### config.mk
export PLATFORM = sky130hd
export DESIGN_NAME = ndp_reset_seq
export DESIGN_NICKNAME = d
export VERILOG_FILES = /design/src/rtl/ndp_pkg.sv /design/src/rtl/ndp_reset_sync.sv /design/src/rtl/ndp_reset_seq.sv
export SDC_FILE = /design/constraint.sdc
export NUM_CORES = 1
export LEC_CHECK = 0
export CAP_MARGIN = 20
export CORE_MARGIN = 8
export CORE_UTILIZATION = 50
export DETAILED_ROUTE_END_ITERATION = 10
export PLACE_DENSITY = 0.74
export SYNTH_ARGS = -nofsm -noshare
export SYNTH_HDL_FRONTEND = slang
export SYNTH_SLANG_ARGS = --single-unit
### constraint.sdc
create_clock -name original_clock -period 2.13 [get_ports original_clock]
set_input_delay 0.213 -clock original_clock [delete_from_list [all_inputs] [get_ports original_clock]]
set_output_delay 0.213 -clock original_clock [all_outputs]
set_load 0.01 [all_outputs]
### src/rtl/ndp_pkg.sv
// Shared types and sizing helpers for the NDP reset sequencer.
package ndp_pkg;

  typedef enum logic [2:0] {
    ST_ASSERT    = 3'd0,
    ST_HOLD      = 3'd1,
    ST_DIV_START = 3'd2,
    ST_LOCK      = 3'd3,
    ST_READY     = 3'd4,
    ST_SOFT      = 3'd5,
    ST_FAULT     = 3'd6
  } ndp_rst_state_t;

  // Cycles allowed in LOCK before the divider is declared dead.
  function automatic int unsigned ndp_timeout(input int unsigned ratio,
                                              input int unsigned lock_edges);
    return 4 * ratio * lock_edges;
  endfunction

  function automatic int unsigned ndp_max(input int unsigned a, input int unsigned b);
    return (a > b) ? a : b;
  endfunction

endpackage

### src/rtl/ndp_reset_sync.sv
// Reset-deassertion synchronizer: asynchronous clear, synchronous release.
module ndp_reset_sync #(
  parameter int unsigned STAGES = 2
) (
  input  logic clk,
  input  logic rst_n,
  output logic synced
);

  logic [STAGES-1:0] chain;

  // Shift a 1 through the chain once reset is released.
  always_ff @(posedge clk or negedge rst_n) begin
    if (!rst_n) chain <= '0;
    else        chain <= {chain[STAGES-2:0], 1'b1};
  end

  assign synced = chain[STAGES-1];

endmodule

### src/rtl/ndp_reset_seq.sv
// Power-up / soft-reset sequencer for the NDP clock/reset tree.
module ndp_reset_seq
  import ndp_pkg::*;
#(
  parameter int unsigned SYNC_STAGES = 2,
  parameter int unsigned HOLD_CYCLES = 16,
  parameter int unsigned RATIO       = 5,
  parameter int unsigned LOCK_EDGES  = 2
) (
  input  logic       original_clock,
  input  logic       reset_in,
  input  logic       soft_reset_req,
  output logic       soft_reset_ack,
  input  logic       clock_slower_mon,
  output logic       clk_gen_reset_n,
  output logic       ndp_reset_n,
  output logic       ready,
  output logic       error,
  output logic [2:0] state
);

  localparam int unsigned TIMEOUT = ndp_timeout(RATIO, LOCK_EDGES);
  localparam int unsigned CNT_MAX = ndp_max(HOLD_CYCLES, TIMEOUT);
  localparam int unsigned CW      = $clog2(CNT_MAX + 1);
  localparam int unsigned EW      = $clog2(LOCK_EDGES + 1);

  localparam logic [CW-1:0] HOLD_LAST    = CW'(HOLD_CYCLES - 1);
  localparam logic [CW-1:0] TIMEOUT_LAST = CW'(TIMEOUT - 1);
  localparam logic [CW-1:0] CNT_SAT      = CW'(CNT_MAX);
  localparam logic [EW-1:0] EDGE_LAST    = EW'(LOCK_EDGES - 1);
  localparam logic [EW-1:0] EDGE_SAT     = EW'(LOCK_EDGES);

  ndp_rst_state_t cur, nxt;
  logic [CW-1:0]  cnt, cnt_nxt;
  logic [EW-1:0]  edges, edges_nxt;
  logic           prev, prev_nxt;
  logic           toggle;
  logic           error_nxt;
  logic           sync_done;

  ndp_reset_sync #(.STAGES(SYNC_STAGES)) u_sync (
    .clk    (original_clock),
    .rst_n  (reset_in),
    .synced (sync_done)
  );

  // Next-state, shared hold/timeout counter, edge counter and sticky error.
  always_comb begin
    nxt       = cur;
    cnt_nxt   = cnt;
    edges_nxt = edges;
    prev_nxt  = prev;
    toggle    = clock_slower_mon ^ prev;
    case (cur)
      ST_ASSERT: begin
        if (sync_done) begin
          nxt     = ST_HOLD;
          cnt_nxt = '0;
        end
      end
      ST_HOLD: begin
        if (cnt == HOLD_LAST)    nxt     = ST_DIV_START;
        else if (cnt != CNT_SAT) cnt_nxt = cnt + CW'(1);
      end
      ST_DIV_START: begin
        // Previous sample starts at clk_gen's reset value of clock_slower.
        edges_nxt = '0;
        cnt_nxt   = '0;
        prev_nxt  = 1'b0;
        nxt       = ST_LOCK;
      end
      ST_LOCK: begin
        prev_nxt = clock_slower_mon;
        // Final toggle takes priority over a coincident timeout.
        if (toggle && (edges == EDGE_LAST)) begin
          nxt       = ST_READY;
          edges_nxt = EDGE_SAT;
        end else begin
          if (toggle && (edges != EDGE_SAT)) edges_nxt = edges + EW'(1);
          if (cnt == TIMEOUT_LAST)     nxt     = ST_FAULT;
          else if (cnt != CNT_SAT)     cnt_nxt = cnt + CW'(1);
        end
      end
      ST_READY: begin
        if (soft_reset_req) nxt = ST_SOFT;
      end
      ST_SOFT: begin
        if (!soft_reset_req) begin
          nxt     = ST_HOLD;
          cnt_nxt = '0;
        end
      end
      ST_FAULT: begin
        if (soft_reset_req) nxt = ST_SOFT;
      end
      default: nxt = ST_ASSERT;
    endcase

    error_nxt = error;
    if (nxt == ST_FAULT)     error_nxt = 1'b1;
    else if (nxt == ST_SOFT) error_nxt = 1'b0;
  end

  // State, counters and edge-detect history.
  always_ff @(posedge original_clock or negedge reset_in) begin
    if (!reset_in) begin
      cur   <= ST_ASSERT;
      cnt   <= '0;
      edges <= '0;
      prev  <= 1'b0;
    end else begin
      cur   <= nxt;
      cnt   <= cnt_nxt;
      edges <= edges_nxt;
      prev  <= prev_nxt;
    end
  end

  // Outputs registered from the next state so they line up with state.
  always_ff @(posedge original_clock or negedge reset_in) begin
    if (!reset_in) begin
      clk_gen_reset_n <= 1'b0;
      ndp_reset_n     <= 1'b0;
      ready           <= 1'b0;
      error           <= 1'b0;
      soft_reset_ack  <= 1'b0;
    end else begin
      clk_gen_reset_n <= (nxt == ST_DIV_START) || (nxt == ST_LOCK) || (nxt == ST_READY);
      ndp_reset_n     <= (nxt == ST_READY);
      ready           <= (nxt == ST_READY);
      error           <= error_nxt;
      soft_reset_ack  <= (nxt == ST_SOFT);
    end
  end

  assign state = cur;

endmodule

# [After elaboration in Yosys (flattened, before gate mapping)]
# Cells that the tools add are included.
[totals] ff_bits=18 inputBits=4 out_inout_bits=8 wordCells=65
[op_classes] n_reduce_logical=11 eq_ne=22 n_bitwise=1 add_sub_neg=2 n_mux=20
[op_table] operator="2-to-1 mux 6 bit" count=6
[op_table] operator="one-hot mux 6 bit (5 select lines)" count=1
[op_table] operator="== test 3 bit, second input constant" count=6
[op_table] operator="2-to-1 mux 3 bit" count=6
[op_table] operator="one-hot mux 3 bit (6 select lines)" count=1
[op_table] operator="== test 3 x 2 -> 1 bit, second input constant" count=4
[op_table] operator="!= test 2 bit, second input constant" count=5
[op_table] operator="adder 6 x 1 -> 6 bit, second input constant" count=1
[op_table] operator="== test 6 x 4 -> 1 bit, second input constant" count=1
[op_table] operator="== test 6 bit, second input constant" count=1
[op_table] operator="!= test 6 bit, second input constant" count=1
[op_table] operator="AND reduction 6 bit" count=1
[op_table] operator="nonzero test 5 bit" count=1
[op_table] operator="2-to-1 mux 2 bit" count=2
[op_table] operator="one-hot mux 2 bit (2 select lines)" count=1
[op_table] operator="nonzero test 2 bit" count=2
[op_table] operator="== test 3 x 1 -> 1 bit, second input constant" count=1
[op_table] operator="logical NOT 3 bit" count=1
[op_table] operator="!= test 3 bit, second input constant" count=1
[op_table] operator="adder 2 x 1 -> 2 bit, second input constant" count=1
[op_table] operator="== test 2 x 1 -> 1 bit, second input constant" count=1
[op_table] operator="logical AND 1 bit" count=2
[op_table] operator="logical OR 1 bit" count=2
[op_table] operator="2-to-1 mux 1 bit" count=2
[op_table] operator="5 further kinds" count=5

# [Depth between registers and ports, before layout]
[logic_depth] word_depth=7 mapped_depth=7 depth_no_buf=7

# [Modules after synthesis]
# A second synthesis with hierarchy kept.
[hier_totals] cells_unflattened=114 area_unflattened_um2=1049.8
[by_module_without_submodules] mod="ndp_reset_seq" area_each_um2=996.0 instances=1 seq_area_each_um2=400.4 cells_each=111
[by_module_without_submodules] mod="ndp_reset_sync" area_each_um2=53.8 instances=1 seq_area_each_um2=50.0 cells_each=3

# [Worst setup path after synthesis]
# No wires, ideal clock.
[synth_path] path_type="reg2reg" from="register cnt[0]" to="register cnt[5]" slack_ns=0.359 arrival_ns=1.693 path_buffers=0 period_less_slack_ns=1.771 path_stages_with_launch=7 t_required_ns=2.052 setup_time_ns=0.078 path_cell_list="dfrtp_1 -> ha_1 -> nor4bb_2 -> a22oi_4 -> nor2_2 -> or4_1 -> a21boi_1"
[synth_between] elab_chain_cells=5 word_cells_on_any_way=12 classes_between="1 x add/sub; 5 x eq/ne; 5 x mux; 1 x reduce/logical"
[synth_lines] element="start: declaration" line_no="ndp_reset_seq.sv:34" rtl="logic [CW-1:0] cnt, cnt_nxt;"
[synth_lines] element="start signal: assignment" line_no="ndp_reset_seq.sv:113" rtl="cnt <= cnt_nxt;"
[synth_lines] element="adder 6 x 1 -> 6 bit / != test 6 bit (equally long branches)" line_no="ndp_reset_seq.sv:63, ndp_reset_seq.sv:81"
[synth_lines] element="2-to-1 mux 6 bit" line_no="ndp_reset_seq.sv:63, ndp_reset_seq.sv:81"
[synth_lines] element="2-to-1 mux 6 bit" line_no="ndp_reset_seq.sv:80" rtl="if (cnt == TIMEOUT_LAST) nxt = ST_FAULT;"
[synth_lines] element="2-to-1 mux 6 bit" line_no="ndp_reset_seq.sv:75" rtl="if (toggle && (edges == EDGE_LAST)) begin"
[synth_lines] element="one-hot mux 6 bit (5 select lines)" line_no="ndp_reset_seq.sv:54" rtl="case (cur)"
# Several ways; a longest one is shown, not always the timed one. The select of a mux whose other input is x is not followed.
# A chain may end at the register's enable or synchronous reset.

# [Worst setup path in the final report]
# Ends and elaborated chain as after synthesis.

==> flow_summary.ini <==
[routing]
drt-pass1-iter-count = 4
drc_errors = 0
initialDrtViolationCount = 33
via_per_inst = 5.678
routed_wl_um = 2201
final_antenna_net_count = 0
num_vias = 846
drt-wirelength-per-cell_um = 14.77

[clocking]
insertion_delay_ns = 0.30
path_clk_slew_ns = 0.11
cts_tree = done
cts_root_buffer = clkbuf_4
clk_path_buf_depth = 2
cts_sinks = 18
htree_levels = 1
cts_buffers = 3
cts_setup_buffers = 0

[cells_and_area]
diodes = 0
syn_to_final_growth_pct = 17.05
design_area_mm2 = 0.001262
final_common_cell = dfrtp_1
nets = 130
drive_gt1_share_pct = 16.53
most-common-layout-cells = dfrtp_1 (18), inv_1 (11), clkdlybuf4s50_1 (11)

[sta]
min_period_over_period_pct = 93.08
skew_ns = 0.007377
slew_violations = 0
hold_violations = 0
finalSetupViolations = 0
max_freq_ghz = 0.5044
rsz0062_at_grt = false
setup_tns_ns = 0
post-route-min-period_ns = 1.983

[power]
leakagePower_nw = 0.5762
clkPwrFrac_pct = 12.2
switching_share_pct = 42.87
seqPwrFrac_pct = 34.5
p_comb_share_pct = 53.2
power_mw = 1.748
powerDensity_mw_per_mm2 = 1385
vdd_drop_max_v = 0.0008597
p_switching_uw = 749.3
p_int_uw = 998.6

[global_routing]
grt_pass1_vias = 891
grt_usage_pct = 12.37
gr-total-overflow = 0
antenna_found_initial = 0
grt_max_degree = 13
grt_pass1_wl_um = 3981

[place]
placed_area_mm2 = 0.001222
io_buffers = 11
gp_congestion = 0.7983
hpwlAfterDp_um = 1695

[logic_synthesis]
async_flop_share_pct = 100.0
synth_area_mm2 = 0.001079
synthFlopType = dfrtp_1
ys_ff_latch = 18
yosysSeqAreaShare_pct = 41.76
synthCells = 106
yosys_warnings = 0
syn_nets = 114
synth_edf_count = 0
avgSynthCellArea_um2 = 10.17
synth_cell_types = 46

[setup_path]
end_kind = register
critical_path_buf_inv_count = 0
slowest_stage = or4_1
crit_end = cnt[5]
crit_start = cnt[0]
cp.depth = 6
path_cells = ha_1 > nor4bb_2 > a22oi_4 > nor2_2 > or4_1 > a21boi_1
cp_slowest_stage_delay_ns = 0.51
worst_setup_path_start_kind = register
reg2reg_slack_ns = 0.15
cp_max_fo = 5
crit_required_ns = 2.37
r2r_cells = 6
timing.rr.start = cnt[0]
critical-path-top-delay-family = simple AND/OR/NAND/NOR gates
arrival_ns = 2.22
r2r-end = cnt[5]
path_class = register to register

[hold_path]
hold_path.class = input pin to asynchronous set/reset pin

[die]
start_util_pct = 50.71
dieArea_mm2 = 0.003899
io_pins = 12
die_w_um = 62.45
row_count = 17
die_y_um = 62.45
core_mm2 = 0.002127

[status]
outcome = finished, final reports clean

[run]
maxCapViolCount = 0
## per-layer routing
layer	GRT usage, %	up-vias	wire length [um]
li1	-	414	-
met3	3.047	5	89
met1	13.87	413	966
met4	6.553	0	42
met5	0	-	0
met2	21.09	14	1102
## flip-flops by register name, summed over array words and instances (netlist names)
| signal | flops |
|---|---|
| cnt | 6 |
| state | 3 |
| edges | 2 |
| u_sync.chain | 2 |
| clk_gen_reset_n | 1 |
| error | 1 |
| prev | 1 |
| ready | 1 |
| soft_reset_ack | 1 |
## worst min-delay path by stage
| stage | depth (start not counted) | to |
|---|---|---|
| global placement | 0 | u_sync.chain[1] |
| global route | 1 | state[2] |
| finish | 1 | soft_reset_ack |
| detailed placement | 0 | u_sync.chain[1] |
| floorplan | 0 | clk_gen_reset_n |
| CTS | 1 | soft_reset_ack |
## kinds of logic (layout without fill, tap and decap cells)
family / count (synthesis) / after routing / synth area share, %
AND/OR/NAND/NOR: 35 / 35 / 19.49
XOR/XNOR: 1 / 1 / 1.509
multiplexers: 2 / 2 / 1.856
AO/OA/AOI/OAI: 31 / 31 / 24.36
flip-flops: 18 / 18 / 41.76
buffers and inverters: 14 / 29 / 6.032
other: 1 / 1 / 0.3477
adder cells (fa/ha/maj): 4 / 4 / 4.641
## area by class of cell
type | count | area, um2
inverter | 11 | 41.29
fill | 181 | 864.6
tap | 28 | 35.03
multi-input combinational | 74 | 566.8
timing repair buffer | 14 | 132.6
sequential | 18 | 450.4
clock buffer | 4 | 36.28
## metrics by stage
step / hold slack, ns / utilization [%] / setup slack (ns) / cells
after global placement: 0.3402 / 57.47 / 0.1410 / 145
after CTS: 0.2187 / 59.18 / 0.08538 / 149
after floorplan: -0.08259 / - / 0.3589 / 106
final: 0.2076 / 59.35 / 0.1475 / 149
after detailed placement: 0.3405 / 57.47 / 0.06536 / 145
after global routing: 0.2354 / 59.35 / 0.07831 / 149
## repair_timing
item | 4_1_cts | 5_1_grt
hold buffers | 0 | 0
setup endpoints to repair | 0 | 1
gates resized for setup | 0 | 1
endpoints found under the hold margin | 0 | 0
## Yosys cell counts, types with 3 or more instances
cell	number	area (um2)
o21ai_0	3	15.01
a21oi_1	4	20.02
o31ai_1	3	22.52
or4_1	3	22.52
a21boi_1	3	22.52
inv_1	11	41.29
dfrtp_1	18	450.4
nand2b_1	3	18.77
nand2_1	10	37.54
nor2_1	3	11.26
ha_1	4	50.05
## power groups by stage
stage	clock (mW)	sequential [mW]	combinational [mW]
6_report	0.214	0.603	0.931
3_3_place_gp	0	0.599	0.897
3_5_place_dp	0	0.608	0.926
4_1_cts	0.219	0.601	0.932
2_1_floorplan	0	0.568	0.683
5_1_grt	0.231	0.628	1.04
No activity file was read; power rests on OpenSTA's default activity.
